[config.mk]
export PLATFORM = sky130hd
export DESIGN_NAME = reg_file_mp
export DESIGN_NICKNAME = d
export VERILOG_FILES = /design/src/rtl/reg_file_pkg.sv /design/src/rtl/rf_read_port.sv /design/src/rtl/reg_file_mp.sv
export SDC_FILE = /design/constraint.sdc
export NUM_CORES = 1
export LEC_CHECK = 0
export BUFFER_PORTS_ARGS = -buffer_cell sky130_fd_sc_hd__buf_2
export CAP_MARGIN = 15
export CORE_AREA = 2 2 287 147
export DETAILED_ROUTE_END_ITERATION = 12
export DIE_AREA = 0 0 289 149
export SYNTH_ARGS = -nofsm -noshare
export SYNTH_HDL_FRONTEND = slang
export SYNTH_HIERARCHICAL = 1
export SYNTH_SLANG_ARGS = --single-unit
[constraint.sdc]
create_clock -name clk -period 1.8 [get_ports clk]
set_input_delay 0.36 -clock clk [delete_from_list [all_inputs] [get_ports clk]]
set_output_delay 0.36 -clock clk [all_outputs]
set_load 0.01 [all_outputs]
[src/rtl/reg_file_pkg.sv]
// Shared types and helpers for the multi-port register file.
// Holds the clear-engine state encoding and the address-width helpers.
package reg_file_pkg;

    typedef enum logic {
        IDLE  = 1'b0,
        CLEAR = 1'b1
    } clr_state_t;

    function automatic int clog2(input int value);
        int result;
        int rem;
        result = 0;
        rem    = value - 1;
        while (rem > 0) begin
            result++;
            rem = rem >> 1;
        end
        return result;
    endfunction

    // A one-register file still needs a one-bit address bus.
    function automatic int addr_width(input int num_regs);
        return (clog2(num_regs) < 1) ? 1 : clog2(num_regs);
    endfunction

endpackage

[src/rtl/rf_read_port.sv]
// One registered read port: range/zero-register check, optional write-through, output registers.
// Build option: define REGFILE_BYPASS_EN to forward a same-cycle accepted write to the read data.
module rf_read_port
    import reg_file_pkg::*;
#(
    parameter  int DATA_W   = 16,
    parameter  int NUM_REGS = 16,
    parameter  int ZERO_REG = 1,
    localparam int ADDR_W   = addr_width(NUM_REGS)
) (
    input  logic                             clk,
    input  logic                             rst,
    input  logic                             rd_en,
    input  logic [ADDR_W-1:0]                rd_addr,
    input  logic [NUM_REGS-1:0][DATA_W-1:0]  regs,
    input  logic                             wr_accept,
    input  logic [ADDR_W-1:0]                wr_addr,
    input  logic [DATA_W-1:0]                wr_data,
    output logic [DATA_W-1:0]                rd_data,
    output logic                             rd_valid
);

`ifdef REGFILE_BYPASS_EN
    localparam bit BYPASS = 1'b1;
`else
    localparam bit BYPASS = 1'b0;
`endif

    localparam logic [ADDR_W:0] NUM_REGS_W = NUM_REGS[ADDR_W:0];

    logic              in_range;
    logic              is_zero;
    logic [DATA_W-1:0] next_data;

    assign in_range = ({1'b0, rd_addr} < NUM_REGS_W);
    assign is_zero  = (ZERO_REG != 0) && (rd_addr == '0);

    // Out-of-range and hardwired-zero reads return 0; the zero check also blocks the bypass.
    always_comb begin
        next_data = '0;
        if (in_range && !is_zero) begin
            if (BYPASS && wr_accept && (wr_addr == rd_addr)) begin
                next_data = wr_data;
            end else begin
                next_data = regs[rd_addr];
            end
        end
    end

    always_ff @(posedge clk or negedge rst) begin
        if (!rst) begin
            rd_data  <= '0;
            rd_valid <= 1'b0;
        end else begin
            rd_valid <= rd_en;
            if (rd_en) begin
                rd_data <= next_data;
            end
        end
    end

endmodule

[src/rtl/reg_file_mp.sv]
// Parametrised register file: one write port, two registered read ports, sequential bulk clear.
// Build option: REGFILE_BYPASS_EN enables same-cycle write-through on the read ports.
module reg_file_mp
    import reg_file_pkg::*;
#(
    parameter  int DATA_W   = 16,
    parameter  int NUM_REGS = 16,
    parameter  int ZERO_REG = 1,
    localparam int ADDR_W   = addr_width(NUM_REGS)
) (
    input  logic              clk,
    input  logic              rst,
    input  logic              clr_req,
    output logic              busy,
    input  logic              wr_en,
    input  logic [ADDR_W-1:0] wr_addr,
    input  logic [DATA_W-1:0] wr_data,
    output logic              wr_drop,
    input  logic              rd_en1,
    input  logic [ADDR_W-1:0] rd_addr1,
    output logic [DATA_W-1:0] rd_data1,
    output logic              rd_valid1,
    input  logic              rd_en2,
    input  logic [ADDR_W-1:0] rd_addr2,
    output logic [DATA_W-1:0] rd_data2,
    output logic              rd_valid2
);

    localparam logic [ADDR_W:0]   NUM_REGS_W = NUM_REGS[ADDR_W:0];
    localparam int                LAST_INT   = NUM_REGS - 1;
    localparam logic [ADDR_W-1:0] LAST_IDX   = LAST_INT[ADDR_W-1:0];

    logic [NUM_REGS-1:0][DATA_W-1:0] regs;
    clr_state_t                      state;
    logic [ADDR_W-1:0]               cnt;
    logic                            wr_in_range;
    logic                            wr_is_zero;
    logic                            wr_accept;

    assign wr_in_range = ({1'b0, wr_addr} < NUM_REGS_W);
    assign wr_is_zero  = (ZERO_REG != 0) && (wr_addr == '0);
    assign wr_accept   = wr_en && (state == IDLE) && wr_in_range && !wr_is_zero;

    // Writes only land while idle, so a write in the clr_req cycle is later wiped by the sweep.
    always_ff @(posedge clk or negedge rst) begin
        if (!rst) begin
            regs <= '0;
        end else if (state == CLEAR) begin
            regs[cnt] <= '0;
        end else if (wr_accept) begin
            regs[wr_addr] <= wr_data;
        end
    end

    always_ff @(posedge clk or negedge rst) begin
        if (!rst) begin
            state   <= IDLE;
            cnt     <= '0;
            busy    <= 1'b0;
            wr_drop <= 1'b0;
        end else begin
            wr_drop <= wr_en && ((state != IDLE) || !wr_in_range);
            case (state)
                IDLE: begin
                    if (clr_req) begin
                        state <= CLEAR;
                        cnt   <= '0;
                        busy  <= 1'b1;
                    end
                end
                CLEAR: begin
                    if (cnt == LAST_IDX) begin
                        state <= IDLE;
                        cnt   <= '0;
                        busy  <= 1'b0;
                    end else begin
                        cnt <= cnt + 1'b1;
                    end
                end
                default: begin
                    state <= IDLE;
                    cnt   <= '0;
                    busy  <= 1'b0;
                end
            endcase
        end
    end

    rf_read_port #(
        .DATA_W  (DATA_W),
        .NUM_REGS(NUM_REGS),
        .ZERO_REG(ZERO_REG)
    ) u_port1 (
        .clk      (clk),
        .rst      (rst),
        .rd_en    (rd_en1),
        .rd_addr  (rd_addr1),
        .regs     (regs),
        .wr_accept(wr_accept),
        .wr_addr  (wr_addr),
        .wr_data  (wr_data),
        .rd_data  (rd_data1),
        .rd_valid (rd_valid1)
    );

    rf_read_port #(
        .DATA_W  (DATA_W),
        .NUM_REGS(NUM_REGS),
        .ZERO_REG(ZERO_REG)
    ) u_port2 (
        .clk      (clk),
        .rst      (rst),
        .rd_en    (rd_en2),
        .rd_addr  (rd_addr2),
        .regs     (regs),
        .wr_accept(wr_accept),
        .wr_addr  (wr_addr),
        .wr_data  (wr_data),
        .rd_data  (rd_data2),
        .rd_valid (rd_valid2)
    );

endmodule

# == Word-level counts from Yosys, hierarchy flattened ==
# Index checks and enable logic that the tools add are counted.
# W data, S select, Z words.
# word_totals
reg_bits,297
word_cells,70
input_bits,34
out_inout_bits,36
# op_classes
n_reduce_logical,11
mux,22
addsub,1
order_cmp,6
eq_ne,3
n_bitwise,3
# op_table
cell,count
$mux W256,2
$and A256 B256 Y256,1
$bwmux W256,1
$not A256 Y256,1
$bmux W16 S4,2
$demux W16 S4,2
$mux W16,6
$lt A4 B5 Y1 const B,4
$logic_not A4 Y1,3
$ge A4 B1 Y1 const B,2
$mux W4,2
$pmux W4 S2,1
$logic_and A1 B1 Y1,5
$add A4 B1 Y4 const B,1
$eq A4 B4 Y1 const B,1
$mux W1,4
$pmux W1 S2,2
$ne A2 B1 Y1 const B,1
$ne A2 B2 Y1 const B,1
$reduce_and A2 Y1,1
$reduce_bool A2 Y1,1
$logic_not A1 Y1,1
$not A1 Y1,1

# == Depth between registers and ports, before layout ==
# Gate-level depths: netlist of the first run.
# depth
depth_word,7
mapped_depth,7
depth_no_buf,5

# == Cells and area by module ==
# Netlist of the first run, hierarchy kept.
# modules_own_cells
module,seq_area_each_um2,cells_per_inst,n_inst,area_per_inst_um2
reg_file_mp,6581.3,1154,1,11003.1
rf_read_port,425.4,242,2,2736.4

# == Worst setup path after synthesis of the first run ==
# No wires, ideal clock.
# synth_path
path_type,in2reg
startpoint,input port rd_addr1[1]
endpoint,register u_port1.rd_data[10]
setup_slack_ps,98
setup_ps,124
arrival_ps,1578
n_path_buf,1
stages,5
required_time_ps,1676
cell_sequence,buf_2 > mux4_2 > mux2i_1 > nor2_1 > a211o_1
# synth_via
elab_chain_cells,3
elab_cells_between_ends,4
classes_between,mux (3); reduce/logical (1)
# synth_lines
element,line_no,text
from (decl),reg_file_mp.sv:20,"input logic [ADDR_W-1:0] rd_addr1,"
$bmux W16 S4,rf_read_port.sv:45,next_data = regs[rd_addr];
$mux W16 (implied by the code),rf_read_port.sv:45,
$mux W16 *,rf_read_port.sv:41,if (in_range && !is_zero) begin
to (signal assigned),rf_read_port.sv:57,rd_data <= next_data;
to (decl),rf_read_port.sv:19,"output logic [DATA_W-1:0] rd_data,"
# Every way passes the cells marked *; elsewhere a longest branch is shown, timed or not. The select of a mux whose other input is x is not followed.
# A chain may end at the register's enable or synchronous reset.

# == Final worst setup path of the first run ==
# layout_path
startpoint,register state
endpoint,register regs[141] (netlist bit)
# layout_via
elab_chain_cells,4
elab_cells_between_ends,5
classes_between,mux (1); bitwise (1); reduce/logical (3)
# layout_lines
element,line_no,text
from (decl),reg_file_mp.sv:34,clr_state_t state;
from (signal assigned),reg_file_mp.sv:57,state <= IDLE;
from (signal assigned),reg_file_mp.sv:66,state <= CLEAR;
from (signal assigned),reg_file_mp.sv:73,state <= IDLE;
$not A1 Y1,-,
$logic_and A1 B1 Y1 (2 in series),reg_file_mp.sv:42,assign wr_accept = wr_en && (state == IDLE) && wr_in_range && !wr_is_zero;
$reduce_bool A2 Y1 (no line),-,
"to (signal, indexed assignment)",reg_file_mp.sv:51,regs[wr_addr] <= wr_data;
to (decl),reg_file_mp.sv:33,logic [NUM_REGS-1:0][DATA_W-1:0] regs;
# Several ways; a longest one is shown, not always the timed one.

==> impl_metrics.ini, run 1 <==
[status]
status = complete, no violations

[die]
dieArea_sq_um = 43100
start_util_pct = 40.1
io-pin-count = 70
coreArea_sq_um = 41000
num_rows = 53
die_x_microns = 289
die_y_microns = 149

[power]
p_leak_nw = 8.83
p_per_area_nw_per_um2 = 1310
vdd_drop_max_mv = 0.896

[sta]
fin_crit_sh_pct = 94.9
clock.fmax_ghz = 0.586
relSlewSlack_pct = 41.1
rsz0062_at_grt = yes
worst_pin_slew_ns = 0.880
report.final.slew_viol_count = 0
worst_slack_ns = 0.0924
fin_skew_ns = 0.0105
period_minus_slack_ns = 1.71
setup_viol = 0
hold_violations = 0

[drt]
ant_nets = 0
drcViolationCount = 0
wirelength_microns = 58400
drt_iter0_markers = 1728
drt_pass1_iterations = 5
vias_per_cell = 6.25
routedWlPerCell_microns = 25.2
via_count = 14458

[cts]
cts_tree = done
clkLatencyLatePin_ns = 0.58
clkSinkCount = 296
cts_buffers = 28
clk_transition_reported_paths_ns = 0.07
h-tree-depth = 1
cts_root_buffer = clkbuf_16
clockBufferDepth = 3

[placement]
place.gp.congestion = 0.956
portBuffers = 69
dp_hpwl_microns = 41300
dp_slack_ns = -0.441
placed_area_sq_um = 18500

[global_routing]
grt_pass1_wl_microns = 89300
grt_use_met3_pct = 7.19
use_met2_pct = 38.0
grt.total_usage_pct = 27.4
grt_max_degree = 56
first_global_vias = 14048
gr-total-overflow = 0
top_usage_layer = met1
grtUsageMet1_pct = 42.2
antenna_found_initial = 2

[final_layout]
final_area_sq_um = 19500
multi_input_area_sq_um = 8150
syn_to_final_growth_pct = 18.5
seqCellArea_sq_um = 7410
drive_gt1_share_pct = 23.7
fin_util_pct = 47.5
antenna_cells = 0
fin_nets = 1781
fillCellCount = 3804

[critical_path]
arrival_ns = 2.16
worstSetupPathType = reg -> reg
critPathLaunchType = flop
end_kind = flop
r2r_cells = 4
cp_max_fo = 9
rrSetupSlack_ns = 0.09
required_ns = 2.25

[logic_synthesis]
netlist_instances = 1634
synth_fp_nets = 1672
syn_avg_cell_area_sq_um = 10.1
netlist_area_sq_um = 16400
yosysWarningCount = 6

[hold_path]
hold_depth = 2
hold_class = in -> reg

[run]
maxCapViolCount = 0
placed cells by master (no fill, tap or decap), types with 6 or more instances in the layout:
cell type  instances
mux2_2            58
a211o_1           30
nand2b_1           6
buf_2             66
clkbuf_8           7
nor2b_1           47
a211oi_1          30
nor2_1            33
mux2i_1           94
o22ai_1           30
inv_1             22
nand2_1          250
clkinv_2           7
dfrtp_1          295
clkbuf_16         29
nand3_1          212
buf_12            46
nand4b_1           8
o21ai_0          206
clkbuf_1           6
a2111oi_0         29
mux4_2            66
and2_0            12
buf_4            119
flip-flops by register name, indices dropped and copies added (netlist names):
signal            count
regs                255
u_port1/rd_data      16
u_port2/rd_data      16
cnt                   4
busy                  1
state                 1
u_port1/rd_valid      1
u_port2/rd_valid      1
wr_drop               1
layout make-up:
class | instances | area share [%]
clock buffer | 42 | 4.34
clock inverter | 10 | 0.527
inverter | 22 | 0.424
multi-input combinational | 1160 | 41.9
sequential | 296 | 38.1
tap | 550 | 3.54
timing repair buffer | 235 | 11.2
through the flow:
step           instances  TNS [ns]  power, mW  hold WS [ns]
6_report            2315         0       25.6        0.0516
2_1_floorplan       1634         0       15.7        0.0644
3_5_place_dp        2260     -6.22       19.1         0.270
5_1_grt             2315   -0.0820       27.0        0.0661
3_3_place_gp        2260     -5.85       18.8         0.265
4_1_cts             2315         0       25.5        0.0312
repair_timing:
action	CTS	global route
setup endpoints to repair	0	27
buffers inserted	0	0
resized for setup	0	3
hold endpoints to repair	30	0
hold buffers	3	0
worst paths after layout:
check	to	startpoint
worst max-delay path	regs[141]	state
worst min-delay path	cnt[1]	clr_req
worst max register to register	regs[141]	state
worst min register to register	u_port1/rd_data[11]	u_port1/rd_data[11]
max in group asynchronous	cnt[2]	rst
min in group asynchronous	regs[152]	rst
per-layer routing:
metal	routed length (microns)	up-vias
met5	0	-
met4	1370	0
met3	6640	91
met2	23800	903
met1	26600	7308
li1	-	6156
critical path, cell delays in order (launching register included):
cell and delay [ns]:
dfrtp_1 0.46, and4bb_2 0.56, and2_0 0.21, buf_4 0.22, o21ai_0 0.12
report_power, final:
group          switching (mW)  total, mW  internal (mW)  leakage (nW)
sequential               2.35       11.5           9.19          3.93
clock                    2.78       6.30           3.52         0.471
combinational            3.96       7.73           3.77          4.43
Power figures use the tool's default switching activity.
==> inputs of run 2 (changes only) <==
GPL_TIMING_DRIVEN = 0   (was unset)
clock period = 1.9 ns   (was 1.8 ns; I/O delays follow)
==> impl_metrics.ini, run 2 (same netlist as run 1, synthesis figures left out) <==
[critical_path]
r2r_start = state
crit_start = rd_en2
rrSetupSlack_ns = 0.03
r2r_cells = 4
cp_max_fo = 10
critPathSlowestCell = a2111oi_0
slowest_delay_ns = 0.65
worstSetupPathType = in -> reg
endpoint = u_port2/rd_data[7]
r2r_end = regs[122]
end_kind = flop
arrival_ns = 2.50
required_ns = 2.41
path_cells = buf_2 -> nand2_1 -> clkbuf_1 -> a2111oi_0 -> buf_1 -> a211o_1
critPathLaunchType = primary input

[drt]
routedWlPerCell_microns = 29.7
drt_pass1_iterations = 5
drcViolationCount = 0
via_count = 15009
vias_per_cell = 6.46
wirelength_microns = 69000
drt_iter0_markers = 2393
ant_nets = 0

[run]
maxCapViolCount = 0

[power]
total_power_mw = 25.7
p_leak_nw = 8.60
vdd_drop_max_mv = 0.776
p_per_area_nw_per_um2 = 1340

[final_layout]
multi_input_area_sq_um = 8200
final_cell_mix = dfrtp_1, nand2_1, nand3_1
syn_to_final_growth_pct = 16.3
regMostFlops = regs
largest_reg_flops = 255
drive_gt1_share_pct = 22.7
final_area_sq_um = 19100
seqCellArea_sq_um = 7410
fin_util_pct = 46.6
antenna_cells = 0
fillCellCount = 3805
top_regs = regs (255), u_port1/rd_data (16), u_port2/rd_data (16)
final_common_cell = dfrtp_1
fin_nets = 1789

[placement]
portBuffers = 63
place.gp.congestion = 0.961
placed_area_sq_um = 17500
dp_hpwl_microns = 51900

[die]
start_util_pct = 40.1
coreArea_sq_um = 41000
dieArea_sq_um = 43100
num_rows = 53
die_y_microns = 149
io-pin-count = 70
die_x_microns = 289

[global_routing]
antenna_found_initial = 2
grt.total_usage_pct = 32.4
gr-total-overflow = 0
grt_pass1_wl_microns = 99600
grt_max_degree = 116
first_global_vias = 14273

[sta]
clock.fmax_ghz = 0.504
setup_viol = 3
rsz0062_at_grt = yes
hold_violations = 0
worst_slack_ns = -0.0858
report.final.slew_viol_count = 0
fin_skew_ns = 0.00935
relSlewSlack_pct = 32.6
period_minus_slack_ns = 1.99
fin_crit_sh_pct = 105
setup_tns_ns = -0.140
holdWs_ns = 0.0317
worst_pin_slew_ns = 1.01

[cts]
cts_tree = done
cts_buffers = 29
clk_transition_reported_paths_ns = 0.07
clockBufferDepth = 3
h-tree-depth = 1
cts_root_buffer = clkbuf_16
clkSinkCount = 296
clkLatencyLatePin_ns = 0.58

[hold_path]
hold_depth = 1
hold_class = in -> reg
min_from = rd_en1

[status]
violations = setup timing
status = finished, violations left
run 2: metal layers:
layer	global-route usage [%]	wire (microns)
met1	50.9	31100
met2	39.9	25000
met3	14.4	11400
met4	6.06	1450
met5	0	68
run 2: worst min-delay path by stage:
stage,to
after global routing,u_port1/rd_valid
after detailed placement,regs[9]
after CTS,u_port1/rd_valid
final,u_port1/rd_valid
after floorplan,busy
after global placement,u_port2/rd_data[9]
run 2: layout make-up:
type / instances / share of cell area [%]
Buffer: 149 / 4.94
Clock buffer: 37 / 4.32
Clock inverter: 16 / 1.91
Inverter: 22 / 0.432
Multi-Input combinational cell: 1160 / 42.9
Sequential cell: 296 / 38.8
Tap cell: 550 / 3.60
Timing Repair Buffer: 93 / 3.15
run 2: worst max-delay path: cells and delay by family:
kind / cells / cell delay, ns
buffers and inverters: 3 / 0.99
AOI/OAI and AO/OA: 2 / 0.78
and+or+nand+nor: 1 / 0.34
run 2: per-stage QoR:
step | setup slack, ns | cells
final | -0.0858 | 2323
after global routing | -0.00805 | 2323
after CTS | -0.0232 | 2322
after detailed placement | -0.761 | 2250
after global placement | -5.40 | 2247
after floorplan | 0.178 | 1634
run 2: power breakdown:
part	internal, mW	switching (mW)
Clock	4.55	2.75
Sequential	8.71	2.02
Combinational	3.42	4.20
Total	16.7	8.97
run 2: repair_timing:
action                                  4_1_cts  5_1_grt
endpoints found under the setup margin      242      214
hold buffers                                  1        0
endpoints found under the hold margin        87        0
pin swaps                                     9        5
setup buffers                                21        5
gates resized for setup                      67       68
